[src/rtl/adder_arbiter_if.sv]
// Requester-side bus of adder_arbiter.
//   req        per-requester request, held with operands until granted
//   req_a/b    packed operands, requester i at [i*WIDTH +: WIDTH]
//   gnt        one-hot grant (combinational)
//   rsp_valid  one-hot, single-cycle result strobe
//   rsp_result result accompanying rsp_valid
// Modports: master = requester logic, slave = arbiter.
interface adder_arbiter_if #(
    parameter int unsigned NREQ      = 4,
    parameter int unsigned WIDTH     = 8,
    parameter int unsigned RES_WIDTH = WIDTH + 1
);
    logic [NREQ-1:0]       req;
    logic [NREQ*WIDTH-1:0] req_a;
    logic [NREQ*WIDTH-1:0] req_b;
    logic [NREQ-1:0]       gnt;
    logic [NREQ-1:0]       rsp_valid;
    logic [RES_WIDTH-1:0]  rsp_result;

    modport master (
        output req, req_a, req_b,
        input  gnt, rsp_valid, rsp_result
    );

    modport slave (
        input  req, req_a, req_b,
        output gnt, rsp_valid, rsp_result
    );
endinterface

[src/rtl/adder_arbiter.sv]
// adder_arbiter: shares one pipelined adder between NREQ requesters.
// Round-robin grant, registered issue to the adder, and a tag pipeline
// matched to ADD_LATENCY that routes each result back to its requester.
// Ports:
//   clk, rst        clock, asynchronous active-low reset
//   en              enable; 0 stops granting and drains in-flight ops
//   rq (slave)      requester bus: req/req_a/req_b in, gnt/rsp_* out
//   add_valid_in, add_a, add_b   issue to adder (registered)
//   add_valid_out, add_result    return from adder
//   idle            registered; IDLE with nothing in flight
//   err             sticky; adder output and tag pipeline disagree
// Optional: define ADDER_ARB_STATS_EN to add issue_cnt / stall_cnt
// saturating 32-bit counters.
module adder_arbiter #(
    parameter int unsigned WIDTH       = 8,
    parameter int unsigned NREQ        = 4,
    parameter int unsigned ADD_LATENCY = 1,
    parameter int unsigned RES_WIDTH   = WIDTH + 1
) (
    input  logic                 clk,
    input  logic                 rst,
    input  logic                 en,
    adder_arbiter_if.slave       rq,
    output logic                 add_valid_in,
    output logic [WIDTH-1:0]     add_a,
    output logic [WIDTH-1:0]     add_b,
    input  logic                 add_valid_out,
    input  logic [RES_WIDTH-1:0] add_result,
    output logic                 idle,
    output logic                 err
`ifdef ADDER_ARB_STATS_EN
    ,
    output logic [31:0]          issue_cnt,
    output logic [31:0]          stall_cnt
`endif
);

    localparam int unsigned IDW  = (NREQ > 1) ? $clog2(NREQ) : 1;
    localparam int unsigned NSTG = ADD_LATENCY + 1;

    typedef enum logic [1:0] {
        S_IDLE  = 2'd0,
        S_RUN   = 2'd1,
        S_DRAIN = 2'd2
    } state_t;

    typedef struct packed {
        logic           valid;
        logic [IDW-1:0] id;
    } tag_t;

    state_t         state_q, state_d;
    logic [IDW-1:0] rr_q;
    tag_t           tag_q [NSTG];
    tag_t           tag_d [NSTG];

    logic           xfer;
    logic [IDW-1:0] gnt_id;
    int unsigned    arb_idx;
    logic           tags_empty_d;
    logic           rsp_hit;
    logic           err_set;

    // Round-robin search starting at rr_q; wraps explicitly at NREQ-1 so
    // non-power-of-two NREQ works.  Granting needs both RUN and en so a
    // falling en blocks the grant in the same cycle.
    always_comb begin
        xfer    = 1'b0;
        gnt_id  = '0;
        arb_idx = 0;
        if (state_q == S_RUN && en) begin
            for (int unsigned k = 0; k < NREQ; k++) begin
                arb_idx = 32'(rr_q) + k;
                if (arb_idx >= NREQ) arb_idx = arb_idx - NREQ;
                if (!xfer && rq.req[IDW'(arb_idx)]) begin
                    xfer   = 1'b1;
                    gnt_id = IDW'(arb_idx);
                end
            end
        end
    end

    assign rq.gnt = xfer ? (NREQ'(1) << gnt_id) : '0;

    // Tag pipeline next state: stage 0 captures this cycle's transfer.
    always_comb begin
        tag_d[0].valid = xfer;
        tag_d[0].id    = gnt_id;
        for (int unsigned s = 1; s < NSTG; s++) tag_d[s] = tag_q[s-1];
        tags_empty_d = 1'b1;
        for (int unsigned s = 0; s < NSTG; s++) begin
            if (tag_d[s].valid) tags_empty_d = 1'b0;
        end
    end

    // DRAIN exits on the pipeline contents after this edge, so IDLE is
    // reached in the cycle right after the final result is returned.
    always_comb begin
        state_d = state_q;
        case (state_q)
            S_IDLE:  if (en) state_d = S_RUN;
            S_RUN:   if (!en) state_d = S_DRAIN;
            S_DRAIN: begin
                if (en)                state_d = S_RUN;
                else if (tags_empty_d) state_d = S_IDLE;
            end
            default: state_d = S_IDLE;
        endcase
    end

    // Result routing: last tag stage lines up with add_valid_out.
    assign rsp_hit       = add_valid_out && tag_q[NSTG-1].valid;
    assign rq.rsp_valid  = rsp_hit ? (NREQ'(1) << tag_q[NSTG-1].id) : '0;
    assign rq.rsp_result = rsp_hit ? add_result : '0;
    assign err_set       = add_valid_out != tag_q[NSTG-1].valid;

    // State, pointer, issue registers, tags, idle and err.
    always_ff @(posedge clk or negedge rst) begin
        if (!rst) begin
            state_q      <= S_IDLE;
            rr_q         <= '0;
            add_valid_in <= 1'b0;
            add_a        <= '0;
            add_b        <= '0;
            idle         <= 1'b1;
            err          <= 1'b0;
            for (int unsigned s = 0; s < NSTG; s++) tag_q[s] <= '0;
        end else begin
            state_q      <= state_d;
            add_valid_in <= xfer;
            if (xfer) begin
                rr_q  <= (gnt_id == IDW'(NREQ - 1)) ? '0 : gnt_id + IDW'(1);
                add_a <= rq.req_a[32'(gnt_id) * WIDTH +: WIDTH];
                add_b <= rq.req_b[32'(gnt_id) * WIDTH +: WIDTH];
            end
            for (int unsigned s = 0; s < NSTG; s++) tag_q[s] <= tag_d[s];
            idle <= (state_d == S_IDLE) && tags_empty_d;
            if (err_set) err <= 1'b1;
        end
    end

`ifdef ADDER_ARB_STATS_EN
    // Saturating issue / stall counters.
    always_ff @(posedge clk or negedge rst) begin
        if (!rst) begin
            issue_cnt <= '0;
            stall_cnt <= '0;
        end else begin
            if (xfer && issue_cnt != '1) issue_cnt <= issue_cnt + 32'd1;
            if (state_q == S_RUN && |rq.req && !xfer && stall_cnt != '1)
                stall_cnt <= stall_cnt + 32'd1;
        end
    end
`endif

endmodule

[src/flat_wrapper.sv]
// flat-port wrapper written by rule: the top's interface ports become plain ports
module adder_arbiter_flat 
#(
    parameter int unsigned WIDTH       = 8,
    parameter int unsigned NREQ        = 4,
    parameter int unsigned ADD_LATENCY = 1,
    parameter int unsigned RES_WIDTH   = WIDTH + 1
)
  (clk, rst, en, add_valid_in, add_a, add_b, add_valid_out, add_result, idle, err, rq_req, rq_req_a, rq_req_b, rq_gnt, rq_rsp_valid, rq_rsp_result);
  adder_arbiter_if #(.NREQ(NREQ), .WIDTH(WIDTH), .RES_WIDTH(RES_WIDTH)) rq_i ();
  input  logic clk;
  input  logic rst;
  input  logic en;
  output logic add_valid_in;
  output logic [WIDTH-1:0] add_a;
  output logic [WIDTH-1:0] add_b;
  input  logic add_valid_out;
  input  logic [RES_WIDTH-1:0] add_result;
  output logic idle;
  output logic err;
  input wire logic [$bits(rq_i.req)-1:0] rq_req;
  input wire logic [$bits(rq_i.req_a)-1:0] rq_req_a;
  input wire logic [$bits(rq_i.req_b)-1:0] rq_req_b;
  output wire logic [$bits(rq_i.gnt)-1:0] rq_gnt;
  output wire logic [$bits(rq_i.rsp_valid)-1:0] rq_rsp_valid;
  output wire logic [$bits(rq_i.rsp_result)-1:0] rq_rsp_result;
  assign rq_i.req = rq_req;
  assign rq_i.req_a = rq_req_a;
  assign rq_i.req_b = rq_req_b;
  assign rq_gnt = rq_i.gnt;
  assign rq_rsp_valid = rq_i.rsp_valid;
  assign rq_rsp_result = rq_i.rsp_result;
  adder_arbiter #(.WIDTH(WIDTH), .NREQ(NREQ), .ADD_LATENCY(ADD_LATENCY), .RES_WIDTH(RES_WIDTH)) u_core (.clk(clk), .rst(rst), .en(en), .rq(rq_i), .add_valid_in(add_valid_in), .add_a(add_a), .add_b(add_b), .add_valid_out(add_valid_out), .add_result(add_result), .idle(idle), .err(err));
endmodule
[config.mk]
export PLATFORM = sky130hd
export DESIGN_NAME = adder_arbiter_flat
export DESIGN_NICKNAME = d
export VERILOG_FILES = /design/src/rtl/adder_arbiter_if.sv /design/src/rtl/adder_arbiter.sv /design/src/flat_wrapper.sv
export SDC_FILE = /design/constraint.sdc
export NUM_CORES = 1
export LEC_CHECK = 0
export CAP_MARGIN = 20
export CORE_MARGIN = 2
export CORE_UTILIZATION = 37
export CTS_CLUSTER_DIAMETER = 30
export DETAILED_ROUTE_END_ITERATION = 10
export HOLD_SLACK_MARGIN = 0.03
export PLACE_DENSITY = 0.88
export REMOVE_ABC_BUFFERS = 1
export SYNTH_ARGS = -nofsm -noshare
export SYNTH_HDL_FRONTEND = slang
export SYNTH_SLANG_ARGS = --single-unit
[constraint.sdc]
create_clock -name clk -period 2.5 [get_ports clk]
set_input_delay 0.5 -clock clk [delete_from_list [all_inputs] [get_ports clk]]
set_output_delay 0.5 -clock clk [all_outputs]
set_load 0.01 [all_outputs]
After elaboration in Yosys (flattened, before gate mapping). Index checks and enable logic that the tools add are counted.

Bits of input ports: 81. Logic and storage cells: 85. RAM bits: 0. Register bits after elaboration: 28. ROM bits: 0. Latch bits: 0. Memories: 0. Output and inout bits: 36.

Reduce and logical (&&, ||, !) cells: 11. Shifts and indexed selects: 4. Multiplexer cells: 40. $add $sub $neg: 8. Divide/modulo/power cells: 0. Multiply operators: 0. $lt $le $gt $ge: 8. Bitwise gates (word level): 0. Equal/unequal tests: 4.

Operators with widths (count): 32-bit by 6-bit indexed part select with 8-bit output (2); 2-bit 2-to-1 mux (18); 1-bit 2-to-1 mux (14); 2-bit by 3-bit < comparator with 1-bit output, second input constant (4); 3-bit >= comparator, second input constant (3); 9-bit 2-to-1 mux (1); 1-bit binary-select mux with 2-bit select (4); 4-bit 2-to-1 mux (2); 1-bit by 2-bit << shifter with 4-bit output, first input constant (2); 2-bit by 1-bit subtractor with 2-bit output, second input constant (4); 2-bit by 2-bit adder with 3-bit output, second input constant (2); 1-bit logical AND (6); 2-bit case mux with 3 select lines (1); 2-bit equality test, second input constant (2); 2-bit zero test (2); 2-bit by 1-bit adder with 3-bit output, second input constant (1); 2-bit by 3-bit >= comparator with 1-bit output, second input constant (1); 1-bit zero test (3); 2-bit by 1-bit adder with 2-bit output, second input constant (1); 2-bit by 1-bit equality test with 1-bit output, second input constant (1); 1-bit != test (1).

Depth between registers and ports, before layout.
Word-level depth: 26. Mapped depth: 9. Gate-level depth less buffers: 7.

Worst setup path after synthesis. Ideal clock, no wire load.

Path kind: input port to output port. Start: input rq_req[2]. End: output rq_gnt[1]. Stages on the path: 9. Arrival: 1.795 ns. Path slack: 0.205 ns. Path buffers: 2. Required time: 2.000 ns. Path through: nor2b_1 nor3_2 a2bb2oi_2 buf_6 buf_12 nand2_1 inv_2 ha_1 and2_1.

Cells in the longest elaborated chain, start to end: 18. Elaborated cells on any way between the ends: 29. Classes of those cells: shift: 1; mux: 22; reduce/logical: 6.

RTL lines: start: declaration (line flat_wrapper.sv:21) `input wire logic [$bits(rq_i.req)-1:0] rq_req;`; 1-bit binary-select mux with 2-bit select (line adder_arbiter.sv:75) `if (!xfer && rq.req[IDW'(arb_idx)]) begin`; 1-bit 2-to-1 mux (not written as such) (line adder_arbiter.sv:75); 1-bit 2-to-1 mux (line adder_arbiter.sv:75); 1-bit 2-to-1 mux (line adder_arbiter.sv:71) `if (state_q == S_RUN && en) begin`; 1-bit zero test (line adder_arbiter.sv:75); 1-bit logical AND (line adder_arbiter.sv:75); 1-bit 2-to-1 mux (line adder_arbiter.sv:75); 1-bit 2-to-1 mux (line adder_arbiter.sv:71); [3 not listed]; 1-bit 2-to-1 mux (line adder_arbiter.sv:71); 1-bit zero test (line adder_arbiter.sv:75); 1-bit logical AND (line adder_arbiter.sv:75); 2-bit 2-to-1 mux (*) (line adder_arbiter.sv:75); 2-bit 2-to-1 mux (*) (line adder_arbiter.sv:71); via u_core.gnt_id[0] (line adder_arbiter.sv:58) `logic [IDW-1:0] gnt_id;`; 1-bit by 2-bit << shifter with 4-bit output (*) (line adder_arbiter.sv:83) `assign rq.gnt = xfer ? (NREQ'(1) << gnt_id) : '0;`; 4-bit 2-to-1 mux (*) (line adder_arbiter.sv:83); end: declaration (line flat_wrapper.sv:24) `output wire logic [$bits(rq_i.gnt)-1:0] rq_gnt;`.

Mark *: on every way through the listed nets, which the timed path passes. The rest lies on a longest branch. The select of a mux whose other input is x is not followed.

Final worst setup path.
Start: input add_valid_out. End: output rq_rsp_valid[3].

Cells in the longest elaborated chain, start to end: 2.

RTL lines: start: declaration (line flat_wrapper.sv:17) `input logic add_valid_out;`; 1-bit logical AND (line adder_arbiter.sv:112) `assign rsp_hit = add_valid_out && tag_q[NSTG-1].valid;`; 4-bit 2-to-1 mux (line adder_arbiter.sv:113) `assign rq.rsp_valid = rsp_hit ? (NREQ'(1) << tag_q[NSTG-1].id) : '0;`; end: declaration (line flat_wrapper.sv:25) `output wire logic [$bits(rq_i.rsp_valid)-1:0] rq_rsp_valid;`.

Every way passes these cells.

==> results.json <==
{
  "yosys-top-cells-area": "dfrtp_1 35%, and2_1 9.2%, mux2i_1 8.4%",
  "synth-async-reset-ratio_pct": 100.0,
  "drv_cap": 0,
  "ys.flop_type": "dfrtp_1",
  "die_h_um": 75.91,
  "finClkSkew_ns": 0.004476,
  "finalNonFillerCells": 375,
  "synth_edf_count": 0,
  "crit_required_ns": 2.00,
  "synth_xor_area_share_pct": 0,
  "ios": 117,
  "worst_path_most_repeated_cell": "clkdlybuf4s50_1",
  "start_util_pct": 37.94,
  "first_pass_iters": 4,
  "ant_nets": 0,
  "synth.avg_cell_area_um2": 11.06,
  "numCtsBuffers": 3,
  "placed_area_um2": 3249,
  "holdPathStages": 0,
  "slew_headroom_pct": 58.39,
  "die_x_um": 75.91,
  "fmax_mhz": 408.4,
  "clock_latency_ns": 0.27,
  "hold_buffers": 0,
  "dp.cells": 370,
  "grt_antenna_before_repair": 0,
  "grt_usage_pct": 20.55,
  "synth-compound-area-share_pct": 24.53,
  "post_drt_wl_per_cell_um": 15.72,
  "fin_crit_sh_pct": 97.94,
  "reg2reg_slack_ns": 0.22,
  "root_buffer": "clkbuf_8",
  "wl_um": 5895,
  "synth_top_cell_by_area": "dfrtp_1",
  "cp.arrival_ns": 1.95,
  "setup_viol": 0,
  "drcViolationCount": 0,
  "finalInstanceArea_um2": 3344,
  "outcome": "completed",
  "clockBufferDepth": 2,
  "worst_r2r_path_depth": 6,
  "finalWeightedCongestion": 0.8858,
  "irDropWorstVdd_mv": 0.4875,
  "grt_max_degree": 29,
  "netlist-cell-type-count": 39,
  "min_to": "u_core.tag_q[0]",
  "die_area_um2": 5762,
  "cp-start-kind": "primary input",
  "cts_max_level": 1,
  "critPathMaxFanout": 13,
  "grt_pass1_wl_um": 9584,
  "n_antenna_cell": 0,
  "synthMuxAreaShare_pct": 8.960,
  "hold_path_class": "register to register",
  "synthSimpleGateAreaFrac_pct": 21.06,
  "first_iter_violations": 62,
  "viasPerCell": 4.856,
  "clk_pin_slew_worst_paths_ns": 0.10,
  "cts.sinks": 28,
  "endpoint_kind": "primary output",
  "slowest_delay_ns": 0.53,
  "final.setup.tns_ns": 0,
  "drive_above_1_share_pct": 24.59,
  "slowest_stage": "clkdlybuf4s50_1",
  "r2r_start": "u_core.state_q[1]",
  "core_area_um2": 5042,
  "rsz0062_at_grt": "no",
  "portBuffers": 116,
  "r2r_end": "u_core.add_b[4]",
  "synth_top_family_by_area": "compound AO/OA/AOI/OAI gates",
  "vias": 1821,
  "ys_ff_latch": 28,
  "hold_viol": 0,
  "final_max_slew_viol_count": 0,
  "nNetsFinal": 392,
  "hp-start": "u_core.tag_d[0]",
  "rows": 26,
  "grt_pass1_vias": 2005,
  "path_cells": "clkdlybuf4s50_1, ha_1, buf_4, and3_1, clkdlybuf4s50_1",
  "synth_area_um2": 1913,
  "yosys.area.top_type_share_pct": 35.32,
  "ys_seq_area_share_pct": 36.69,
  "area_growth_pct": 74.82,
  "dpl.hpwl_um": 4565,
  "syn_inst": 173,
  "cts_tree": "built",
  "grt_overflow_total": 0,
  "p_per_area_nw_per_um2": 575.0,
  "critical_path_class": "primary input to primary output",
  "holdWs_ns": 0.3576,
  "post-route-util_pct": 66.33,
  "total_leakage_power_uw": 0.001440,
  "worstMarginPinSlew_ns": 0.6226,
  "ys_warn_count": 0,
  "finalCriticalPeriod_ns": 2.449,
  "synth-adder-area-share_pct": 3.270
}
synth_stat cells (2+ instances only):
| cell | number |
|---|---|
| a211oi_1 | 6 |
| a221oi_2 | 10 |
| dfrtp_1 | 27 |
| buf_6 | 4 |
| buf_2 | 2 |
| a221oi_1 | 6 |
| mux2i_1 | 16 |
| and2_1 | 28 |
| a211oi_2 | 10 |
| or2_1 | 2 |
| ha_1 | 5 |
| clkbuf_1 | 4 |
| nand2_1 | 3 |
| nor2_1 | 21 |
| nor2b_2 | 2 |
| nor2b_1 | 4 |
cell type report:
cell class                 instances  area (um2)
fill                             407        1698
clock buffer                       4       55.05
multi-input combinational        131        1156
timing repair buffer             140        1335
sequential                        28       703.2
tap                               70       87.58
inverter                           2       7.507
layer usage:
layer	vias up	track usage [%]	part of all wire (%)
met1	868	23.63	39
li1	891	-	-
met5	-	0	0
met4	0	3.455	1.3
met2	54	39.73	55
met3	8	4.048	4.1
cell families after synthesis:
group / Yosys count
and+or+nand+nor: 69
AOI/OAI and AO/OA: 40
DFF: 28
muxes: 17
buffers and inverters: 14
adders and majority gates: 5
per-stage QoR:
stage               setup WS (ns)  total power [uW]
finish                    0.05142              1923
global route             0.005755              2039
CTS                     0.0003131              1940
floorplan                 -0.2850              1088
global placement          -0.4791              1603
detailed placement        -0.5498              1633
worst max-delay path: cells and delay by family:
family	cells	cell delay [ns]
simple gates	1	0.16
buf+inv	3	1.16
fa+ha+maj	1	0.14
registers in the layout (all words and copies together) (netlist names):
| name | count |
|---|---|
| u_core.tag_q | 3 |
| u_core.state_q | 2 |
| u_core.add_a | 8 |
| u_core.add_b | 8 |
| u_core.rr_q | 2 |
| u_core.add_valid_in | 1 |
| u_core.idle | 1 |
| u_core.tag_d | 2 |
| u_core.err | 1 |
worst max-delay path by stage:
| stage | startpoint | endpoint | cells past startpoint |
|---|---|---|---|
| finish | add_valid_out | rq_rsp_valid[3] | 5 |
| global route | add_valid_out | rq_rsp_valid[3] | 5 |
| CTS | rq_req[1] | rq_gnt[1] | 8 |
| detailed placement | rq_req[2] | rq_gnt[2] | 8 |
| global placement | rq_req[0] | rq_gnt[1] | 9 |
| floorplan | rq_req[2] | rq_gnt[1] | 7 |
cells in the final DEF (no fill, tap or decap), drive strengths merged:
| cell type | instances |
|---|---|
| a211o | 1 |
| a211oi | 16 |
| a21boi | 2 |
| a21oi | 1 |
| a221oi | 16 |
| a2bb2oi | 1 |
| and2 | 28 |
| and2b | 1 |
| and3 | 1 |
| and3b | 1 |
| buf | 24 |
| clkbuf | 9 |
| clkdlybuf4s15 | 3 |
| clkdlybuf4s50 | 105 |
| dfrtp | 27 |
| dfstp | 1 |
| dlygate4sd2 | 1 |
| dlymetal6s2s | 2 |
| ha | 5 |
| inv | 2 |
| mux2 | 1 |
| mux2i | 16 |
| nand2 | 3 |
| nand4 | 1 |
| nor2 | 21 |
| nor2b | 6 |
| nor3 | 2 |
| nor3b | 2 |
| o21ai | 1 |
| o21bai | 1 |
| o311a | 1 |
| or2 | 3 |
report_power, final:
group	switching, uW	internal, uW	leakage, uW
Sequential	78.7	571	0.000324
Clock	141	141	0.0000288
Combinational	435	557	0.00109
timing repair:
item | in CTS | in global routing
buffers inserted | 1 | 0
resized for setup | 25 | 14
endpoints found under the hold margin | 0 | 0
pin swaps | 2 | 0
endpoints found under the setup margin | 5 | 6
No activity file was read; power rests on OpenSTA's default activity.
